<file path="src/rtl/free_ptr_pool_pkg.sv">
// Shared hash-table definitions used by the free-pointer pool.
package free_ptr_pool_pkg;

    // Width of a data-table address.
    localparam int TABLE_ADDR_WIDTH = 3;

    // Even-parity bit of a data-table address, for consumers that protect
    // pointers in flight.
    function automatic logic addr_parity(input logic [TABLE_ADDR_WIDTH-1:0] addr);
        return ^addr;
    endfunction

endpackage

</file>
<file path="src/rtl/free_ptr_pool.sv">
// Free-pointer pool for the data table: a circular list of unused addresses
// with a membership bitmap so that duplicate returns can be rejected. After
// reset it loads every address 0..DEPTH-1 before it reports ready.
module free_ptr_pool
    import free_ptr_pool_pkg::*;
#(
    parameter int A_WIDTH = TABLE_ADDR_WIDTH
) (
    input  logic               clk_i,
    input  logic               rst_i,
    input  logic [A_WIDTH-1:0] add_empty_ptr_i,
    input  logic               add_empty_ptr_en_i,
    output logic [A_WIDTH-1:0] next_empty_ptr_o,
    output logic               next_empty_ptr_val_o,
    input  logic               next_empty_ptr_rd_ack_i,
    output logic               init_done_o,
    output logic [A_WIDTH:0]   count_o,
    output logic               dup_add_err_o,
    output logic               add_in_init_err_o
);

    localparam int DEPTH = 2 ** A_WIDTH;

    typedef enum logic [0:0] {
        INIT_S  = 1'b0,
        READY_S = 1'b1
    } state_t;

    state_t             r_state;
    state_t             w_state_nxt;
    logic [A_WIDTH-1:0] r_mem [DEPTH];
    logic [DEPTH-1:0]   r_in_pool;
    logic [DEPTH-1:0]   w_in_pool_nxt;
    logic [A_WIDTH-1:0] r_rd_ptr;
    logic [A_WIDTH-1:0] r_wr_ptr;
    logic [A_WIDTH-1:0] r_init_cnt;
    logic [A_WIDTH:0]   r_count;
    logic               r_dup_err;
    logic               r_init_err;

    logic [A_WIDTH-1:0] w_head;
    logic               w_ready;
    logic               w_last_init;
    logic               w_pop;
    logic               w_push;
    logic               w_dup;
    logic               w_init_err;

    // Decode pop/push legality, bitmap update and next state.
    always_comb begin
        w_head        = r_mem[r_rd_ptr];
        w_ready       = (r_state == READY_S);
        w_last_init   = (r_state == INIT_S) && (r_init_cnt == A_WIDTH'(DEPTH - 1));
        w_pop         = w_ready && (r_count != (A_WIDTH + 1)'(0)) && next_empty_ptr_rd_ack_i;
        // An address leaving the pool this cycle may legally come straight back.
        w_push        = add_empty_ptr_en_i && w_ready &&
                        (!r_in_pool[add_empty_ptr_i] || (w_pop && (w_head == add_empty_ptr_i)));
        w_dup         = add_empty_ptr_en_i && w_ready && !w_push;
        w_init_err    = add_empty_ptr_en_i && !w_ready;
        w_in_pool_nxt = r_in_pool;
        w_state_nxt   = r_state;
        if (r_state == INIT_S) begin
            w_in_pool_nxt[r_init_cnt] = 1'b1;
        end else begin
            if (w_pop) begin
                w_in_pool_nxt[w_head] = 1'b0;
            end else begin
                w_in_pool_nxt = w_in_pool_nxt;
            end
            if (w_push) begin
                w_in_pool_nxt[add_empty_ptr_i] = 1'b1;
            end else begin
                w_in_pool_nxt = w_in_pool_nxt;
            end
        end
        case (r_state)
            INIT_S:  w_state_nxt = w_last_init ? READY_S : INIT_S;
            READY_S: w_state_nxt = READY_S;
            default: w_state_nxt = INIT_S;
        endcase
    end

    // Storage array: identity fill during init, returned addresses afterwards.
    always_ff @(posedge clk_i) begin
        if (r_state == INIT_S) begin
            r_mem[r_init_cnt] <= r_init_cnt;
        end else if (w_push) begin
            r_mem[r_wr_ptr] <= add_empty_ptr_i;
        end
    end

    // State, pointers, count, bitmap and error pulses.
    always_ff @(posedge clk_i or posedge rst_i) begin
        if (rst_i) begin
            r_state    <= INIT_S;
            r_in_pool  <= '0;
            r_rd_ptr   <= '0;
            r_wr_ptr   <= '0;
            r_init_cnt <= '0;
            r_count    <= '0;
            r_dup_err  <= 1'b0;
            r_init_err <= 1'b0;
        end else begin
            r_state    <= w_state_nxt;
            r_in_pool  <= w_in_pool_nxt;
            r_dup_err  <= w_dup;
            r_init_err <= w_init_err;
            if (r_state == INIT_S) begin
                r_init_cnt <= r_init_cnt + A_WIDTH'(1);
                r_rd_ptr   <= '0;
                r_wr_ptr   <= '0;
                r_count    <= w_last_init ? (A_WIDTH + 1)'(DEPTH) : (A_WIDTH + 1)'(0);
            end else begin
                if (w_pop) begin
                    r_rd_ptr <= r_rd_ptr + A_WIDTH'(1);
                end
                if (w_push) begin
                    r_wr_ptr <= r_wr_ptr + A_WIDTH'(1);
                end
                case ({w_push, w_pop})
                    2'b10:   r_count <= r_count + (A_WIDTH + 1)'(1);
                    2'b01:   r_count <= r_count - (A_WIDTH + 1)'(1);
                    default: r_count <= r_count;
                endcase
            end
        end
    end

    assign next_empty_ptr_o     = w_ready ? w_head : {A_WIDTH{1'b0}};
    assign next_empty_ptr_val_o = w_ready && (r_count != (A_WIDTH + 1)'(0));
    assign init_done_o          = w_ready;
    assign count_o              = r_count;
    assign dup_add_err_o        = r_dup_err;
    assign add_in_init_err_o    = r_init_err;

endmodule

</file>
<file path="config.mk">
export PLATFORM = sky130hd
export DESIGN_NAME = free_ptr_pool
export DESIGN_NICKNAME = d
export VERILOG_FILES = /design/src/rtl/free_ptr_pool_pkg.sv /design/src/rtl/free_ptr_pool.sv
export SDC_FILE = /design/constraint.sdc
export NUM_CORES = 1
export LEC_CHECK = 0
export ABC_CLOCK_PERIOD_IN_PS = 4400
export BUFFER_PORTS_ARGS = -buffer_cell sky130_fd_sc_hd__buf_2
export CAP_MARGIN = 20
export CORE_ASPECT_RATIO = 0.75
export CORE_MARGIN = 3
export CORE_UTILIZATION = 55
export DETAILED_ROUTE_END_ITERATION = 8
export HOLD_SLACK_MARGIN = 0.02
export PLACE_DENSITY = 0.8
export SYNTH_ARGS = -nofsm -noshare
export SYNTH_HDL_FRONTEND = slang
export SYNTH_SLANG_ARGS = --single-unit
</file>
<file path="constraint.sdc">
create_clock -name clk_i -period 4.4 [get_ports clk_i]
set_clock_uncertainty 0.1 [all_clocks]
set_input_delay 0.22 -clock clk_i [delete_from_list [all_inputs] [get_ports clk_i]]
set_output_delay 0.22 -clock clk_i [all_outputs]
set_load 0.03 [all_outputs]
</file>
==> results.cfg, run 1 <==
[timing]
slew-limit-headroom = 0.348
setup_tns_ns = 0
min_period_over_period = 0.835
max_freq_ghz = 0.272
fin_crit_ns = 3.68
rsz0062_at_grt = false
slew_violations = 0
setup_ws_ns = 0.724
final_hold_viol_count = 0
worst_pin_slew_ns = 0.977
finalSetupViolations = 0

[setup_path]
critical_path_class = reg2reg
critPathMaxFanout = 14
crit_slowest_cell = dfrtp_1
start_kind = flop
path_buf_inv = 1
worstPathCellList = mux2i_1 > mux4_2 > xnor2_1 > a41oi_1 > o21ai_0 > inv_1 > ha_1 > a31oi_1 > nor2_1 > nand3_1 > nand4_1 > a221oi_1
crit_path_end_kind = flop
crit_required_ns = 4.52
worstPathArrival_ns = 3.80
crit_path_max_incr_delay_ns = 0.78
crit_family = compound AO/OA/AOI/OAI gates

[die]
rows = 21
die_area_sq_um = 6040
die_h_um = 68.0
dieWidth_um = 88.7
core_sq_um = 4700
initial_core_util = 0.600
ios = 18

[clock_network]
cts_tree = built
htreeDepth = 2
post_cts_buffers = 0
clock_latency_ns = 0.32
ctsResizeCount = 0
cts_buffers = 5
clock_sinks = 48
ctsHoldBuffers = 0
clock_path_buffers = 2
path_clk_slew_ns = 0.10
cts-root-buf = clkbuf_8

[final_layout]
finalNetCount = 297
syn_to_final_growth_pct = 7.45
antenna_cells = 0
drive_above_1_share = 0.151
fillerInstances = 353

[yosys]
synth.avg_cell_area_sq_um = 10.4
synth-async-reset-ratio = 0.500
netlist_area_sq_um = 2820
synthTopCellsByArea = edfxtp_1 26%, dfrtp_1 21%, mux2i_1 5.7%
synth_top_area_cell = edfxtp_1
yosys_warnings = 0
syn_inst = 271
synth_top_area_frac = 0.255
synth_flop_cell = edfxtp_1
yosysSeqAreaShare = 0.468
synth_edf_count = 24
synth-seq-cells = 48
synth_fp_nets = 284
synthDistinctLibCells = 52

[detailed_routing]
drc = 0
wirelength_um = 6690
vias = 2308
drt.antenna.violating_nets = 0
wl_per_cell_um = 19.5
drt_pass1_iterations = 5
viasPerCell = 6.75
drt_iter0_drc = 327

[grt]
grt_pass1_vias = 2077
antenna_found_initial = 0
grt_max_degree = 30
overflow = 0
grt_pass1_wl_um = 10700
gr-usage-all-layers = 0.243

[placed_design]
dp_slack_ns = 0.808
dpl.hpwl_um = 4740
io_buffer_count = 17
gp_congestion = 0.897

[power]
power_density_nw_per_um2 = 659
max-vdd-ir-drop_mv = 0.248
p_leak_uw = 0.00122

[hold_path]
hp-class = in2async

[status]
status = finished, final reports clean

[flow_run]
drv_cap = 0
==> final timing paths <==
kind | startpoint | end | slack, ns | depth (start not counted)
worst min-delay path | rst_i | r_init_cnt[2] | 0.01 | 2
worst min register to register | r_in_pool[3] | r_in_pool[3] | 0.43 | 2
worst max-delay path | r_rd_ptr[0] | count_o[3] | 0.72 | 12
min in group clk_i | add_empty_ptr_en_i | add_in_init_err_o | 0.08 | 3
max in group asynchronous | rst_i | r_rd_ptr[1] | 3.59 | 2
worst max register to register | r_rd_ptr[0] | count_o[3] | 0.72 | 12
==> kinds of logic after synthesis <==
kind of cell,after synthesis,share of synthesized area
and+or+nand+nor,86,0.147
AOI/OAI and AO/OA,73,0.190
DFF,48,0.468
buffers and inverters,26,0.0470
muxes,24,0.0966
xor gates and xnor gates,8,0.0248
adders and majority gates,6,0.0266
==> state kept, by name (all words and copies together) (netlist names) <==
name               count
r_mem                 24
count_o                4
dup_add_err_o          1
init_done_o            1
r_rd_ptr               3
r_init_cnt             3
r_in_pool              8
r_wr_ptr               3
add_in_init_err_o      1
==> synthesized netlist by cell type, drive strengths merged (3+ instances only) <==
library cell	n
o21bai	3
mux2	6
o311ai	3
nand3	6
o32ai	3
or2	4
nor3	8
nand2b	8
o2111ai	3
mux2i	16
a31oi	5
clkbuf	9
nor2b	4
a21oi	9
inv	11
nand2	22
buf	6
edfxtp	24
o211ai	3
xnor2	7
nor2	22
ha	6
dfrtp	24
or3	4
o21ai	17
a211oi	5
o31ai	4
==> power by group <==
| group | internal, uW | switching (uW) | leakage, uW | total, uW |
|---|---|---|---|---|
| sequential | 590 | 134 | 0.000517 | 724 |
| combinational | 366 | 569 | 0.000651 | 935 |
| clock | 171 | 166 | 0.0000548 | 338 |
| total | 1130 | 870 | 0.00122 | 2000 |
==> area by class of cell <==
type                            count  area, sq um  share of cell area
Clock buffer                        5         68.8              0.0227
Sequential cell                    48         1320               0.436
Clock inverter                      3         46.3              0.0153
Multi-Input combinational cell    197         1370               0.451
Tap cell                           57         71.3              0.0235
Inverter                           11         41.3              0.0136
Timing Repair Buffer               21          115              0.0380
==> cell usage in the layout (no fill, tap or decap), types with 3 or more instances in the layout <==
cell and instances:
dfrtp_1 24, edfxtp_1 24, nand2_1 22, nor2_1 22, buf_2 17, mux2i_1 16, o21ai_0 16, inv_1 11
a21oi_1 9, nor3_1 8, nand2b_1 8, xnor2_1 7, mux2_2 6, nand3_1 6, ha_1 6, a211oi_1 5
a31oi_1 5, clkbuf_8 5, nor2b_1 4, or3_1 4, o31ai_1 4, buf_4 4, or2_2 3, o2111ai_1 3
o21bai_1 3, o32ai_1 3
==> per-layer routing <==
metal  vias to the layer above  track usage  wire, um
li1                       1042            -         -
met1                      1105        0.362      3060
met2                       147        0.330      2820
met3                        14       0.0758       706
met4                         0       0.0849        99
met5                         -            0         0
==> through the flow <==
step | utilization | area [sq um] | total power [uW] | hold slack (ns) | instances
CTS | 0.645 | 3030 | 1980 | 0.0479 | 342
detailed placement | 0.620 | 2920 | 1640 | 0.386 | 334
global placement | 0.620 | 2920 | 1620 | 0.384 | 334
global route | 0.645 | 3030 | 2130 | 0.0774 | 342
floorplan | - | 2820 | 1450 | 0.135 | 271
finish | 0.645 | 3030 | 2000 | 0.0116 | 342
Power figures use the tool's default switching activity.
==> run 2, diff against run 1 <==
- ABC_AREA: unset -> 1
- ABC_CLOCK_PERIOD_IN_PS: 4400 -> 3600
- clock period: 4.4 -> 3.6 ns (I/O delays scaled with it)
==> results.cfg, run 2 <==
[status]
status = finished, final reports clean

[die]
initial_core_util = 0.593
ios = 18
rows = 21
die_h_um = 67.3
dieWidth_um = 87.8
core_sq_um = 4650
die_area_sq_um = 5910

[setup_path]
start_kind = flop
r2r-start = r_rd_ptr[0]
crit_required_ns = 3.48
crit_start = r_rd_ptr[0]
crit_path_end_kind = flop
critical_path_class = reg2reg
critPathMaxFanout = 18
worstPathArrival_ns = 2.92

[timing]
fin_crit_ns = 3.04
min_period_over_period = 0.845
hold-worst-slack_ns = 0.137
rsz0062_at_grt = false
slew-limit-headroom = 0.373
max_freq_ghz = 0.329
setup_tns_ns = 0
finalSetupViolations = 0
final_hold_viol_count = 0
slew_violations = 0
worst_pin_slew_ns = 0.939

[detailed_routing]
vias = 2310
wirelength_um = 5950
wl_per_cell_um = 14.2
drt_iter0_drc = 286
drc = 0
viasPerCell = 5.51
drt.antenna.violating_nets = 0
drt_pass1_iterations = 5

[yosys]
synthDistinctLibCells = 33
synthSimpleGateAreaFrac = 0.281
synth_top_family_by_area = simple AND/OR/NAND/NOR gates
synth.avg_cell_area_sq_um = 8.13
synth_edf_count = 24
yosys_warnings = 0
synth_top_area_cell = edfxtp_1
synth_top_area_frac = 0.261
synthAdderAreaFrac = 0.0272
synthTopCellsByArea = edfxtp_1 26%, dfrtp_1 22%, nand2_1 9.9%
synth_flop_cell = edfxtp_1
synth-xor-area-share = 0.00635
synth-async-reset-ratio = 0.500
muxShareOfSynthArea = 0
netlist_area_sq_um = 2760
synth-seq-cells = 48
synth.most_common_cell = nand2_1
synth_fp_nets = 352
yosys-top-cells-count = 73 x nand2_1, 61 x inv_1, 35 x nand3_1
yosysSeqAreaShare = 0.479
synth-compound-area-share = 0.0966
syn_inst = 339

[power]
power_density_nw_per_um2 = 767
max-vdd-ir-drop_mv = 0.428
report.power.total_uw = 2320
p_leak_uw = 0.00146

[clock_network]
cts_tree = built
post_cts_buffers = 0
cts_buffers = 5
clock_path_buffers = 2
ctsResizeCount = 0
path_clk_slew_ns = 0.09
htreeDepth = 2
clock_sinks = 48
cts-root-buf = clkbuf_8
ctsHoldBuffers = 2
clock_latency_ns = 0.31

[hold_path]
hp-start = add_empty_ptr_i[1]
hp-class = in2reg

[final_layout]
largest-register = r_mem
post-route-util = 0.651
final_common_cell = nand2_1
instances_no_fill = 419
drive_above_1_share = 0.163
syn_to_final_growth_pct = 9.71
largest_reg_flops = 24
final_cell_mix = 73 x nand2_1, 61 x inv_1, 35 x nand3_1
antenna_cells = 0
finalNetCount = 374

[grt]
grt_pass1_vias = 2123
antenna_found_initial = 0
gr-usage-all-layers = 0.224
overflow = 0
grt_max_degree = 25
grt_pass1_wl_um = 10100

[placed_design]
dpl.hpwl_um = 4350
dp.cells = 409
io_buffer_count = 17
gp_congestion = 0.921

[flow_run]
drv_cap = 0
-- run 2: cell count changes in the layout (fill, tap and decap cells not counted), moves of 6 or more --
| cell | change |
|---|---|
| mux2_2 | -6 |
| mux2i_1 | -16 |
| inv_1 | +50 |
| nand2b_1 | -8 |
| nand2_1 | +51 |
| nor2_1 | +6 |
| nand3_1 | +29 |
| nand2_2 | +11 |
-- run 2: final cells by class --
cell class / count / area [sq um]
fillers: 384 / 1630
repair buffers: 23 / 135
well taps: 57 / 71.3
inverters: 65 / 246
clock inverters: 3 / 47.5
multi-input cells: 218 / 1130
flip-flops and latches: 48 / 1320
clock buffers: 5 / 68.8
-- run 2: through the flow --
step / area [sq um] / setup slack (ns)
2_1_floorplan: 2760 / 0.991
3_3_place_gp: 2890 / 0.707
3_5_place_dp: 2890 / 0.627
4_1_cts: 3030 / 0.591
5_1_grt: 3030 / 0.248
6_report: 3030 / 0.558
-- run 2: critical path, stage by stage (launching register included) --
cell and delay [ns]:
dfrtp_1 0.65, inv_2 0.20, nand2_1 0.10, nand2_1 0.06, nand2_1 0.05, nand3_1 0.11
nand2_2 0.17, nand2_1 0.07, nand2_1 0.06, nor2_1 0.04, nand2_1 0.06, nand2_2 0.07
nand2_4 0.22, inv_4 0.11, nor2_2 0.14, a21oi_2 0.06, inv_1 0.07, nand2_1 0.06
nor2_1 0.30
-- run 2: logic make-up (layout without fill, tap and decap cells) --
logic type | count (synthesis) | after routing
and+or+nand+nor | 168 | 168
buffers and inverters | 73 | 96
DFF | 48 | 48
AOI/OAI and AO/OA | 42 | 42
adders and majority gates | 6 | 6
xor gates and xnor gates | 2 | 2
-- run 2: path summary, 6_finish.rpt --
path                                endpoint  slack (ns)  depth (start not counted)
max                              r_mem[7][0]        0.56                         18
min                             r_in_pool[0]        0.14                          4
max reg2reg                      r_mem[7][0]        0.56                         18
min reg2reg                      r_wr_ptr[2]        0.40                          1
max in group asynchronous        r_wr_ptr[0]        2.30                          3
min in group asynchronous  add_in_init_err_o        0.51                          3
-- run 2: routing by layer --
layer | global-route usage | part of all wire | wire length, um
met2 | 0.336 | 0.43 | 2540
met5 | 0 | 0 | 0
met3 | 0.0415 | 0.081 | 482
met4 | 0.0805 | 0.015 | 91
met1 | 0.325 | 0.48 | 2840
-- run 2: report_power, final --
group | switching [uW] | total, uW | internal (uW)
sequential | 121 | 832 | 712
clock | 192 | 402 | 209
combinational | 727 | 1090 | 361
